--- src/rtl/pulse_meter.sv ---
// pulse_meter: measures the high time and the period of an asynchronous square
// wave in clk cycles and reports one result per full period with a one-cycle
// meas_valid strobe. Counter saturation raises a sticky ovf flag.
//
// Optional build macro PULSE_METER_CHECK_EN adds the EXP_HIGH, EXP_PERIOD and
// TOL parameters and a registered 'match' output. 'match' is set when both
// results lie within +/-TOL of the expected values.
module pulse_meter #(
  parameter int CNT_W      = 25
`ifdef PULSE_METER_CHECK_EN
  ,
  parameter int EXP_HIGH   = 50,
  parameter int EXP_PERIOD = 101,
  parameter int TOL        = 0
`endif
) (
  input  logic             clk,
  input  logic             clr_n,
  input  logic             start,
  input  logic             sig_in,
  output logic [CNT_W-1:0] high_cnt,
  output logic [CNT_W-1:0] period_cnt,
  output logic             meas_valid,
  output logic             ovf
`ifdef PULSE_METER_CHECK_EN
  ,
  output logic             match
`endif
);

  typedef enum logic [1:0] {
    IDLE      = 2'd0,
    WAIT_RISE = 2'd1,
    MEAS_HIGH = 2'd2,
    MEAS_LOW  = 2'd3
  } state_e;

  localparam logic [CNT_W-1:0] CNT_MAX = '1;
  localparam logic [CNT_W-1:0] CNT_ONE = CNT_W'(1);

  // Synchronizer taps: [0]=s1, [1]=s2 (first safe stage), [2]=s3 (edge history)
  logic [2:0]       sync_q, sync_d;
  state_e           state_q, state_d;
  logic [CNT_W-1:0] cnt_q, cnt_d;
  logic [CNT_W-1:0] hreg_q, hreg_d;
  logic [CNT_W-1:0] high_cnt_q, high_cnt_d;
  logic [CNT_W-1:0] period_cnt_q, period_cnt_d;
  logic             meas_valid_q, meas_valid_d;
  logic             ovf_q, ovf_d;
  logic             rise, fall;

`ifdef PULSE_METER_CHECK_EN
  localparam logic [CNT_W-1:0] EXP_HIGH_C   = CNT_W'(EXP_HIGH);
  localparam logic [CNT_W-1:0] EXP_PERIOD_C = CNT_W'(EXP_PERIOD);
  localparam logic [CNT_W-1:0] TOL_C        = CNT_W'(TOL);

  logic match_q, match_d;

  // Unsigned distance without wrap-around: subtract the smaller from the larger
  function automatic logic within_tol(input logic [CNT_W-1:0] val,
                                      input logic [CNT_W-1:0] ref_val);
    logic [CNT_W-1:0] diff;
    diff = (val >= ref_val) ? (val - ref_val) : (ref_val - val);
    return (diff <= TOL_C);
  endfunction
`endif

  // Edge detection from the synchronized level
  assign rise = sync_q[1] & ~sync_q[2];
  assign fall = ~sync_q[1] & sync_q[2];

  // Next-state and next-result computation
  always_comb begin
    // NOTE: every _d takes its hold value first, so no path leaves a variable unassigned and no latch is inferred.
    sync_d       = {sync_q[1:0], sig_in};
    state_d      = state_q;
    cnt_d        = cnt_q;
    hreg_d       = hreg_q;
    high_cnt_d   = high_cnt_q;
    period_cnt_d = period_cnt_q;
    meas_valid_d = 1'b0;
    ovf_d        = ovf_q;
`ifdef PULSE_METER_CHECK_EN
    match_d      = match_q;
`endif

    if (!start) begin
      // Disable wins over any edge or completion in the same cycle
      state_d = IDLE;
      cnt_d   = '0;
      ovf_d   = 1'b0;
`ifdef PULSE_METER_CHECK_EN
      match_d = 1'b0;
`endif
    end else begin
      unique case (state_q)
        IDLE: begin
          cnt_d   = '0;
          state_d = WAIT_RISE;
        end

        WAIT_RISE: begin
          if (rise) begin
            cnt_d   = CNT_ONE;
            state_d = MEAS_HIGH;
          end
        end

        MEAS_HIGH: begin
          if (cnt_q == CNT_MAX) begin
            ovf_d   = 1'b1;
            cnt_d   = '0;
            state_d = WAIT_RISE;
          end else begin
            cnt_d = cnt_q + CNT_ONE;
            if (fall) begin
              hreg_d  = cnt_q;
              state_d = MEAS_LOW;
            end
          end
        end

        MEAS_LOW: begin
          if (cnt_q == CNT_MAX) begin
            ovf_d   = 1'b1;
            cnt_d   = '0;
            state_d = WAIT_RISE;
          end else if (rise) begin
            // A rise closes one period and opens the next one immediately
            period_cnt_d = cnt_q;
            high_cnt_d   = hreg_q;
            meas_valid_d = 1'b1;
            cnt_d        = CNT_ONE;
            state_d      = MEAS_HIGH;
`ifdef PULSE_METER_CHECK_EN
            match_d      = within_tol(hreg_q, EXP_HIGH_C) &&
                           within_tol(cnt_q, EXP_PERIOD_C);
`endif
          end else begin
            cnt_d = cnt_q + CNT_ONE;
          end
        end

        default: begin
          state_d = IDLE;
          cnt_d   = '0;
        end
      endcase
    end
  end

  // State, counters and registered outputs
  always_ff @(posedge clk or negedge clr_n) begin
    // NOTE: sequential state uses non-blocking assignments and a reset branch that only loads constants, so the async clear stays glitch-free.
    if (!clr_n) begin
      sync_q       <= '0;
      state_q      <= IDLE;
      cnt_q        <= '0;
      hreg_q       <= '0;
      high_cnt_q   <= '0;
      period_cnt_q <= '0;
      meas_valid_q <= 1'b0;
      ovf_q        <= 1'b0;
`ifdef PULSE_METER_CHECK_EN
      match_q      <= 1'b0;
`endif
    end else begin
      sync_q       <= sync_d;
      state_q      <= state_d;
      cnt_q        <= cnt_d;
      hreg_q       <= hreg_d;
      high_cnt_q   <= high_cnt_d;
      period_cnt_q <= period_cnt_d;
      meas_valid_q <= meas_valid_d;
      ovf_q        <= ovf_d;
`ifdef PULSE_METER_CHECK_EN
      match_q      <= match_d;
`endif
    end
  end

  assign high_cnt   = high_cnt_q;
  assign period_cnt = period_cnt_q;
  assign meas_valid = meas_valid_q;
  assign ovf        = ovf_q;
`ifdef PULSE_METER_CHECK_EN
  assign match      = match_q;
`endif

endmodule

--- config.mk ---
export PLATFORM = sky130hd
export DESIGN_NAME = pulse_meter
export DESIGN_NICKNAME = d
export VERILOG_FILES = /design/src/rtl/pulse_meter.sv
export SDC_FILE = /design/constraint.sdc
export NUM_CORES = 1
export LEC_CHECK = 0
export ABC_AREA = 1
export CAP_MARGIN = 10
export CORE_MARGIN = 3
export CORE_UTILIZATION = 35
export DETAILED_ROUTE_END_ITERATION = 7
export GPL_ROUTABILITY_DRIVEN = 0
export SYNTH_ARGS = -nofsm -noshare
export SYNTH_HDL_FRONTEND = slang
export SYNTH_SLANG_ARGS = --single-unit
--- constraint.sdc ---
create_clock -name clk -period 1.95 [get_ports clk]
set_input_delay 0.39 -clock clk [delete_from_list [all_inputs] [get_ports clk]]
set_output_delay 0.39 -clock clk [all_outputs]
set_load 0.05 [all_outputs]
==> results of run 1 <==
## area by class of cell
type,instances,share of cell area (%)
repair buffers,68,11.2
clock buffers,10,4.00
inverters,43,2.86
clock inverters,6,1.94
flip-flops and latches,107,46.8
multi-input cells,365,29.5
well taps,172,3.76
## cells in the final DEF, fill, tap and decap left out, types with 3 or more instances in the layout
master / instances
nand2_1: 204
dfrtp_1: 107
nor2_1: 42
inv_1: 40
buf_4: 38
o21ai_0: 36
clkdlybuf4s50_1: 23
nand3_1: 18
nand2_2: 12
xor2_1: 11
o21ai_2: 10
o21ai_1: 10
clkbuf_16: 9
nand4_1: 7
buf_12: 5
nor2_2: 3
bufinv_16: 3
## final timing paths
kind | start | depth (start not counted) | endpoint
worst min register to register | sync_q[0] | 0 | sync_q[1]
worst max register to register | cnt_q[0] | 10 | cnt_q[16]
min in group clk | sync_q[0] | 0 | sync_q[1]
worst min-delay path | clr_n | 1 | cnt_q[18]
worst max-delay path | high_cnt[16] | 1 | high_cnt[16]
max in group asynchronous | clr_n | 2 | hreg_q[0]
## sequential cells by signal, indices dropped and copies added, names as in the netlist
name and cells:
hreg_q 25, cnt_q 25, sync_q 3, meas_valid 1
state_q 2, high_cnt 25, period_cnt 25, ovf 1
## cell families (layout without fill, tap and decap cells)
kind of cell             Yosys count  after routing  share of synthesized area (%)
adder cells (fa/ha/maj)            1              1                          0.268
XOR/XNOR                          11             11                           2.06
flip-flops                       107            107                           57.3
buffers and inverters             61            127                           6.48
AND/OR/NAND/NOR                  295            295                           26.8
AO/OA/AOI/OAI                     58             58                           7.02
## per-layer routing
| metal | global-route usage, % | up-vias | share of wire, % |
|---|---|---|---|
| met2 | 22.4 | 58 | 45 |
| met1 | 21.7 | 1681 | 49 |
| li1 | - | 1787 | - |
| met4 | 5.04 | 0 | 1.6 |
| met3 | 2.98 | 15 | 4.2 |
| met5 | 0 | - | 0 |
## where the power goes
| group | switching [mW] | leakage, nW | internal (mW) |
|---|---|---|---|
| combinational | 0.0931 | 1.16 | 0.0331 |
| clock | 0.816 | 0.163 | 1.26 |
| sequential | 0.00733 | 1.49 | 2.23 |
| total | 0.916 | 2.81 | 3.52 |
## timing repair
item | CTS | global route
setup endpoints to repair | 0 | 27
hold buffers | 0 | 0
resized for setup | 0 | 4
## through the flow
stage          power [mW]  hold slack, ns  util, %
3_5_place_dp         2.41           0.340     41.9
4_1_cts              4.48          0.0678     44.6
3_3_place_gp         2.41           0.333     41.9
5_1_grt              4.61          0.0838     44.7
6_report             4.43          0.0465     44.7
2_1_floorplan        2.33          0.0944        -
==> metrics.md, run 1 <==
| Metric | Value |
|---|---|
| Largest net degree at the start of global routing | 51 |
| First-pass detailed-route iteration total | 4 |
| Synth Instances | 533 |
| Gr usage total | 14.9% |
| Register area | 0.00268 mm² |
| Die Y | 122 µm |
| Skew final | 0.00823 ns |
| F_max | 524 MHz |
| Synth warnings | 0 |
| Crit path max-delay family | buffers and inverters |
| Post-synth net total | 538 |
| Most frequent cells after synthesis | nand2_1 (204), dfrtp_1 (107), nor2_1 (42), inv_1 (40), o21ai_0 (36) |
| Sequential element share of the synthesized area | 57.3% |
| CTS tree | built |
| Fin crit share | 97.8% |
| Internal reg-to-reg setup slack | 0.20 ns |
| Site Rows | 41 |
| Remaining antenna violation count | 0 |
| EDFF count, synth | 0 |
| Global-route wire length before repair | 17600 µm |
| Number of post-CTS setup repair buffers | 0 |
| Pwr/cell area | 774 mW/mm² |
| Count leader, synth | nand2_1 |
| Die W | 122 µm |
| CTS clock-pin slew for the worst setup and hold paths | 0.07 ns |
| Critical path's slowest cell | clkdlybuf4s50_1 |
| Sink Count | 107 |
| Layout area overhead | 22.6% |
| Max Root-Sink Buffers | 2 |
| Synth area leaders | dfrtp_1 (57%), nand2_1 (16%), o21ai_0 (3.9%) |
| Fillers | 1262 |
| Detailed Route WL | 10200 µm |
| Port Buffer Count | 55 |
| PnR worst setup slack | 0.0427 ns |
| CORE AREA | 0.0128 mm² |
| Status | finished, final reports clean |
| Final min period | 1.91 ns |
| Hold Path Class | in -> async |
| Number of failing hold endpoints at the final stage | 0 |
| I/O pin total | 56 |
| Max Fanout on Critical Path | 2 |
| Final setup fails | 0 |
| DP HPWL | 7400 µm |
| Starting Density | 36.4% |
| Vias/cell | 4.59 |
| Wire per inst | 13.3 µm |
| Drt first-iter violations | 316 |
| Initial antenna violation count | 0 |
| #FFs+latches synth | 107 |
| Worst vdd ir | 0.320 mV |
| Setup TNS | 0 ns |
| CP required | 1.56 ns |
| Area leader, netlist | dfrtp_1 |
| CTS Buf Count | 9 |
| Worst Path Buf+Inv | 1 |
| Final std cells w/o fill | 771 |
| Overflow after GRT | 0 |
| Synth Area per Inst | 8.76 µm² |
| H-tree level count | 3 |
| Antenna cells | 0 |
| Clock Tree Root | clkbuf_16 |
| Unique cell type count in the Yosys netlist | 27 |
| Area occupied by multi-input gates | 0.00169 mm² |
| Nature of the critical path endpoint | primary output |
| MaxCap Viol Count | 0 |
| Leak | 2.81 nW |
| Clk Latency, worst-skew pair | 0.35 ns |
| Worst setup SP type | register |
| Relative slew slack | 61.4% |
| Drt drc | 0 |
| Post-synth top flop | dfrtp_1 |
| Share of Yosys cell area claimed by the top area cell type | 57.3% |
| CP arrival | 1.52 ns |
| Placed Area | 0.00538 mm² |
| Final instance area | 0.00573 mm² |
| Die area | 0.0148 mm² |
| Worst Setup Path Type | reg -> out |
| Actual slew at the worst max-slew pin | 0.578 ns |
| Nets | 599 |
| Number of global-route vias before repair | 3517 |
| Fraction of registers with async set/reset | 100% |
| Inst Count DP | 755 |
| Layout cells sized above 1 | 15.5% |
| RSZ-0062 raised after global routing | false |
| Mapped Area | 0.00467 mm² |
| Setup Slack @ Placement | -0.0125 ns |
| Pins Over Slew Limit | 0 |
| Peak per-stage delay on the critical path | 0.80 ns |
| Cell chain of the critical path | clkdlybuf4s50_1 |
| Vias post-DR | 3541 |
No activity file was read; power rests on OpenSTA's default activity.
==> run 2, diff against run 1 <==
--- a/config.mk
+++ b/config.mk
@@ -9,6 +9,8 @@
 export CAP_MARGIN = 10
 export CORE_MARGIN = 3
 export CORE_UTILIZATION = 35
+export CTS_BUF_LIST = sky130_fd_sc_hd__clkbuf_16
+export CTS_CLUSTER_SIZE = 28
 export DETAILED_ROUTE_END_ITERATION = 7
 export GPL_ROUTABILITY_DRIVEN = 0
 export SYNTH_ARGS = -nofsm -noshare
==> metrics.md, run 2 (synthesis results as in run 1) <==
| Metric | Value |
|---|---|
| Number of post-CTS setup repair buffers | 0 (unchanged) |
| Commonest non-fill, non-tap cells in the layout | nand2_1 (204), dfrtp_1 (107), nor2_1 (42) |
| Drt first-iter violations | 316 (unchanged) |
| Max Fanout on Critical Path | 2 (unchanged) |
| Final min period | 1.91 ns (unchanged) |
| Worst vdd ir | 0.320 mV (about the same) |
| Pins Over Slew Limit | 0 (unchanged) |
| CP required | 1.56 ns (about the same) |
| Clock Tree Root | clkbuf_16 |
| Internal reg-to-reg setup slack | 0.20 ns (about the same) |
| Port Buffer Count | 55 (unchanged) |
| Antenna cells | 0 (unchanged) |
| F_max | 524 MHz (unchanged) |
| Worst Setup Path Type | reg -> out |
| Peak per-stage delay on the critical path | 0.80 ns (about the same) |
| Final instance area | 0.00573 mm² (unchanged) |
| RSZ-0062 raised after global routing | false |
| Die W | 122 µm (unchanged) |
| Remaining antenna violation count | 0 (unchanged) |
| Leak | 2.81 nW (+0.15%) |
| Crit Reg-Reg Endpoint | cnt_q[16] |
| Layout area overhead | 22.6% (unchanged) |
| Detailed Route WL | 10200 µm (unchanged) |
| CTS tree | built |
| Commonest non-fill, non-tap cell in the layout | nand2_1 |
| PnR worst setup slack | 0.0427 ns (unchanged) |
| Fin crit share | 97.8% (unchanged) |
| Site Rows | 41 (unchanged) |
| Clk Latency, worst-skew pair | 0.35 ns (about the same) |
| Layout cells sized above 1 | 15.5% (unchanged) |
| Crit path depth | 1 (unchanged) |
| Cells on worst reg2reg path | 10 (unchanged) |
| Max Root-Sink Buffers | 2 (unchanged) |
| Setup Slack @ Placement | -0.0125 ns (unchanged) |
| CP arrival | 1.52 ns (about the same) |
| Vias/cell | 4.59 (unchanged) |
| Skew final | 0.00823 ns (unchanged) |
| Worst Path Buf+Inv | 1 (unchanged) |
| Starting Density | 36.4% (unchanged) |
| MaxCap Viol Count | 0 (unchanged) |
| Pwr/cell area | 774 mW/mm² (-0.11%) |
| Crit path max-delay family | buffers and inverters |
| CTS clock-pin slew for the worst setup and hold paths | 0.07 ns (about the same) |
| Critical path's slowest cell | clkdlybuf4s50_1 |
| Sink Count | 107 (unchanged) |
| I/O pin total | 56 (unchanged) |
| Largest net degree at the start of global routing | 51 (unchanged) |
| Vias post-DR | 3541 (unchanged) |
| DP HPWL | 7400 µm (unchanged) |
| Nets | 599 (unchanged) |
| Total Power | 4.43 mW (-0.11%) |
| Hold Path Class | in -> async |
| Number of global-route vias before repair | 3517 (unchanged) |
| Actual slew at the worst max-slew pin | 0.578 ns (unchanged) |
| Die Y | 122 µm (unchanged) |
| Number of failing hold endpoints at the final stage | 0 (unchanged) |
| Wire per inst | 13.3 µm (unchanged) |
| First-pass detailed-route iteration total | 4 (unchanged) |
| Cell chain of the critical path | clkdlybuf4s50_1 |
| Nature of the critical path endpoint | primary output |
| Global-route wire length before repair | 17600 µm (unchanged) |
| Placed Area | 0.00538 mm² (unchanged) |
| Gr usage total | 14.9% (unchanged) |
| Die area | 0.0148 mm² (unchanged) |
| FF-to-FF Start | cnt_q[0] |
| Worst setup SP type | register |
| Relative slew slack | 61.4% (unchanged) |
| Overflow after GRT | 0 (unchanged) |
| Final std cells w/o fill | 771 (unchanged) |
| Drt drc | 0 (unchanged) |
| Initial antenna violation count | 0 (unchanged) |
| Inst Count DP | 755 (unchanged) |
| CORE AREA | 0.0128 mm² (unchanged) |
| H-tree level count | 3 (unchanged) |
| CTS Buf Count | 9 (unchanged) |
| Final setup fails | 0 (unchanged) |
| Status | finished, final reports clean |
[run 2: power by group]
part	total (mW)	switching, mW	internal [mW]
clock network	2.07	0.816	1.25
logic	0.126	0.0931	0.0331
registers	2.23	0.00733	2.23
[run 2: per-stage QoR]
stage                     hold WS (ns)  utilization, %  TNS, ns
final                           0.0465            44.7        0
after global routing            0.0838            44.7        0
after CTS                       0.0678            44.6        0
after detailed placement         0.340            41.9  -0.0212
after global placement           0.333            41.9        0
after floorplan                 0.0944               -        0
[run 2: how the worst max path moves through the flow]
| stage | startpoint | slack, ns | endpoint |
|---|---|---|---|
| finish | high_cnt[16] | 0.04 | high_cnt[16] |
| global route | high_cnt[17] | 0.004 | high_cnt[17] |
| CTS | high_cnt[10] | 0.02 | high_cnt[10] |
| detailed placement | start | -0.01 | cnt_q[12] |
| global placement | start | 0.03 | cnt_q[12] |
| floorplan | cnt_q[0] | 0.32 | cnt_q[7] |
[run 2: layout make-up]
type | instances | area (µm²)
flip-flops and latches | 107 | 2680
fillers | 1262 | 7100
repair buffers | 68 | 641
inverters | 43 | 164
multi-input cells | 365 | 1690
clock inverters | 7 | 115
well taps | 172 | 215
clock buffers | 9 | 225
[run 2: per-layer routing]
layer  part of all wire [%]  routed length [µm]  vias up  track usage (%)
met5                      0                   0        -                0
li1                       -                   -     1787                -
met4                    1.6                 159        0             5.04
met1                     49                4990     1681             21.7
met2                     45                4660       58             22.4
met3                    4.2                 429       15             2.98
[run 2: repair_timing]
item / 4_1_cts / 5_1_grt
endpoints found under the setup margin: 0 / 27
gates resized for setup: 0 / 4
hold buffers: 0 / 0
==> run 3, diff against run 2 <==
--- a/config.mk
+++ b/config.mk
@@ -7,6 +7,7 @@
 export LEC_CHECK = 0
 export ABC_AREA = 1
 export CAP_MARGIN = 10
+export CORE_ASPECT_RATIO = 1.2
 export CORE_MARGIN = 3
 export CORE_UTILIZATION = 35
 export CTS_BUF_LIST = sky130_fd_sc_hd__clkbuf_16
==> metrics.md, run 3 (synthesis results as in run 1) <==
| Metric | Value |
|---|---|
| Status | finished, final reports clean |
| Critical path's slowest cell | clkdlybuf4s50_1 |
| Port Buffer Count | 55 (unchanged) |
| Commonest non-fill, non-tap cell in the layout | nand2_1 |
| Layout cells sized above 1 | 15.2% (-0.36 points) |
| Drt first-iter violations | 248 (-22%) |
| Overflow after GRT | 0 (unchanged) |
| WHS | 0.351 ns (+0.304 ns) |
| Final min period | 1.91 ns (+0.000270 ns) |
| Relative slew slack | 66.5% (+5.1 points) |
| Detailed Route WL | 9920 µm (-3.2%) |
| PnR worst setup slack | 0.0424 ns (-0.000270 ns) |
| Antenna cells | 0 (unchanged) |
| Final setup fails | 0 (unchanged) |
| Site Rows | 45 (+9.8%) |
| Cell chain of the critical path | clkdlybuf4s50_1 |
| Commonest non-fill, non-tap cells in the layout | nand2_1 (204), dfrtp_1 (107), nor2_1 (42) |
| Cells on worst reg2reg path | 10 (unchanged) |
| Hold Path Class | reg -> reg |
| Worst vdd ir | 0.323 mV (+0.98%) |
| First-pass detailed-route iteration total | 4 (unchanged) |
| Sink Count | 107 (unchanged) |
| Worst setup SP type | register |
| DP HPWL | 7390 µm (-0.15%) |
| CORE AREA | 0.0128 mm² (about the same) |
| CP arrival | 1.52 ns (about the same) |
| Max Fanout on Critical Path | 2 (unchanged) |
| CTS tree | built |
| Die W | 111 µm (-8.3%) |
| CTS clock-pin slew for the worst setup and hold paths | 0.07 ns (about the same) |
| Fin crit share | 97.8% (about the same) |
| Die Y | 133 µm (+9.1%) |
| Vias post-DR | 3518 (-0.65%) |
| Hold Crit Depth | 0 |
| Actual slew at the worst max-slew pin | 0.501 ns (-0.0776 ns) |
| Largest net degree at the start of global routing | 51 (unchanged) |
| Vias/cell | 4.60 (+0.26%) |
| Leak | 2.80 nW (-0.37%) |
| Pwr/cell area | 771 mW/mm² (-0.34%) |
| Final instance area | 0.00571 mm² (-0.35%) |
| Clk Latency, worst-skew pair | 0.34 ns (about the same) |
| Wire per inst | 13.0 µm (-2.3%) |
| Worst Setup Path Type | reg -> out |
| CP required | 1.56 ns (about the same) |
| H-tree level count | 3 (unchanged) |
| Pins Over Slew Limit | 0 (unchanged) |
| Peak per-stage delay on the critical path | 0.81 ns (about the same) |
| Crit path max-delay family | buffers and inverters |
| CTS Buf Count | 9 (unchanged) |
| Remaining antenna violation count | 0 (unchanged) |
| Initial antenna violation count | 0 (unchanged) |
| Nets | 601 (+0.33%) |
| Skew final | 0.00623 ns (-0.00200 ns) |
| Inst Count DP | 748 (-0.93%) |
| Worst Path Buf+Inv | 1 (unchanged) |
| Final std cells w/o fill | 764 (-0.91%) |
| Number of global-route vias before repair | 3449 (-1.9%) |
| Gr usage total | 14.0% (-0.88 points) |
| Placed Area | 0.00534 mm² (-0.65%) |
| I/O pin total | 56 (unchanged) |
| Number of failing hold endpoints at the final stage | 0 (unchanged) |
| Layout area overhead | 22.2% |
| Max Root-Sink Buffers | 2 (unchanged) |
| Global-route wire length before repair | 17200 µm (-2.3%) |
| Nature of the critical path endpoint | primary output |
| MaxCap Viol Count | 0 (unchanged) |
| Setup TNS | 0 ns (unchanged) |
| Drt drc | 0 (unchanged) |
| RSZ-0062 raised after global routing | false |
| Setup Slack @ Placement | -0.00690 ns (+0.00557 ns) |
| Die area | 0.0148 mm² (about the same) |
| Crit path depth | 1 (unchanged) |
| Starting Density | 36.4% (about the same) |
| Clock Tree Root | clkbuf_16 |
| F_max | 524 MHz (about the same) |
[run 3: final timing paths]
path | from | endpoint | slack (ns)
worst max register to register | cnt_q[0] | cnt_q[7] | 0.20
worst min-delay path | sync_q[0] | sync_q[1] | 0.35
worst min register to register | sync_q[0] | sync_q[1] | 0.35
max in group asynchronous | clr_n | high_cnt[18] | 0.88
worst max-delay path | high_cnt[17] | high_cnt[17] | 0.04
min in group asynchronous | clr_n | period_cnt[6] | 0.40
[run 3: cell type report]
type                       instances  area, µm²
clock buffer                       9        225
sequential                       107       2680
clock inverter                     6        111
inverter                          43        165
tap                              164        205
fill                            1297       7130
multi-input combinational        365       1690
timing repair buffer              70        633
[run 3: timing repair]
| item | 4_1_cts | 5_1_grt |
|---|---|---|
| hold buffers | 1 | 0 |
| resized for setup | 0 | 7 |
| endpoints found under the hold margin | 7 | 0 |
| setup endpoints to repair | 0 | 8 |
| setup buffers | 0 | 0 |
[run 3: metal layers]
layer | global-route usage, % | vias up | wire length, µm | share of wire, %
li1 | - | 1787 | - | -
met1 | 18.8 | 1634 | 4630 | 47
met2 | 23.0 | 76 | 4710 | 47
met3 | 2.38 | 21 | 398 | 4.0
met4 | 5.07 | 0 | 177 | 1.8
met5 | 0 | - | 0 | 0
[run 3: stage by stage]
step,power [mW],util [%]
after floorplan,2.33,-
after global placement,2.40,41.6
after detailed placement,2.40,41.6
after CTS,4.46,44.3
after global routing,4.56,44.5
final,4.40,44.5
[run 3: power by group]
part	internal, mW	total [mW]	switching [mW]	leakage (nW)
clock network	1.25	2.04	0.791	0.164
logic	0.0288	0.121	0.0924	1.15
registers	2.23	2.24	0.00769	1.49
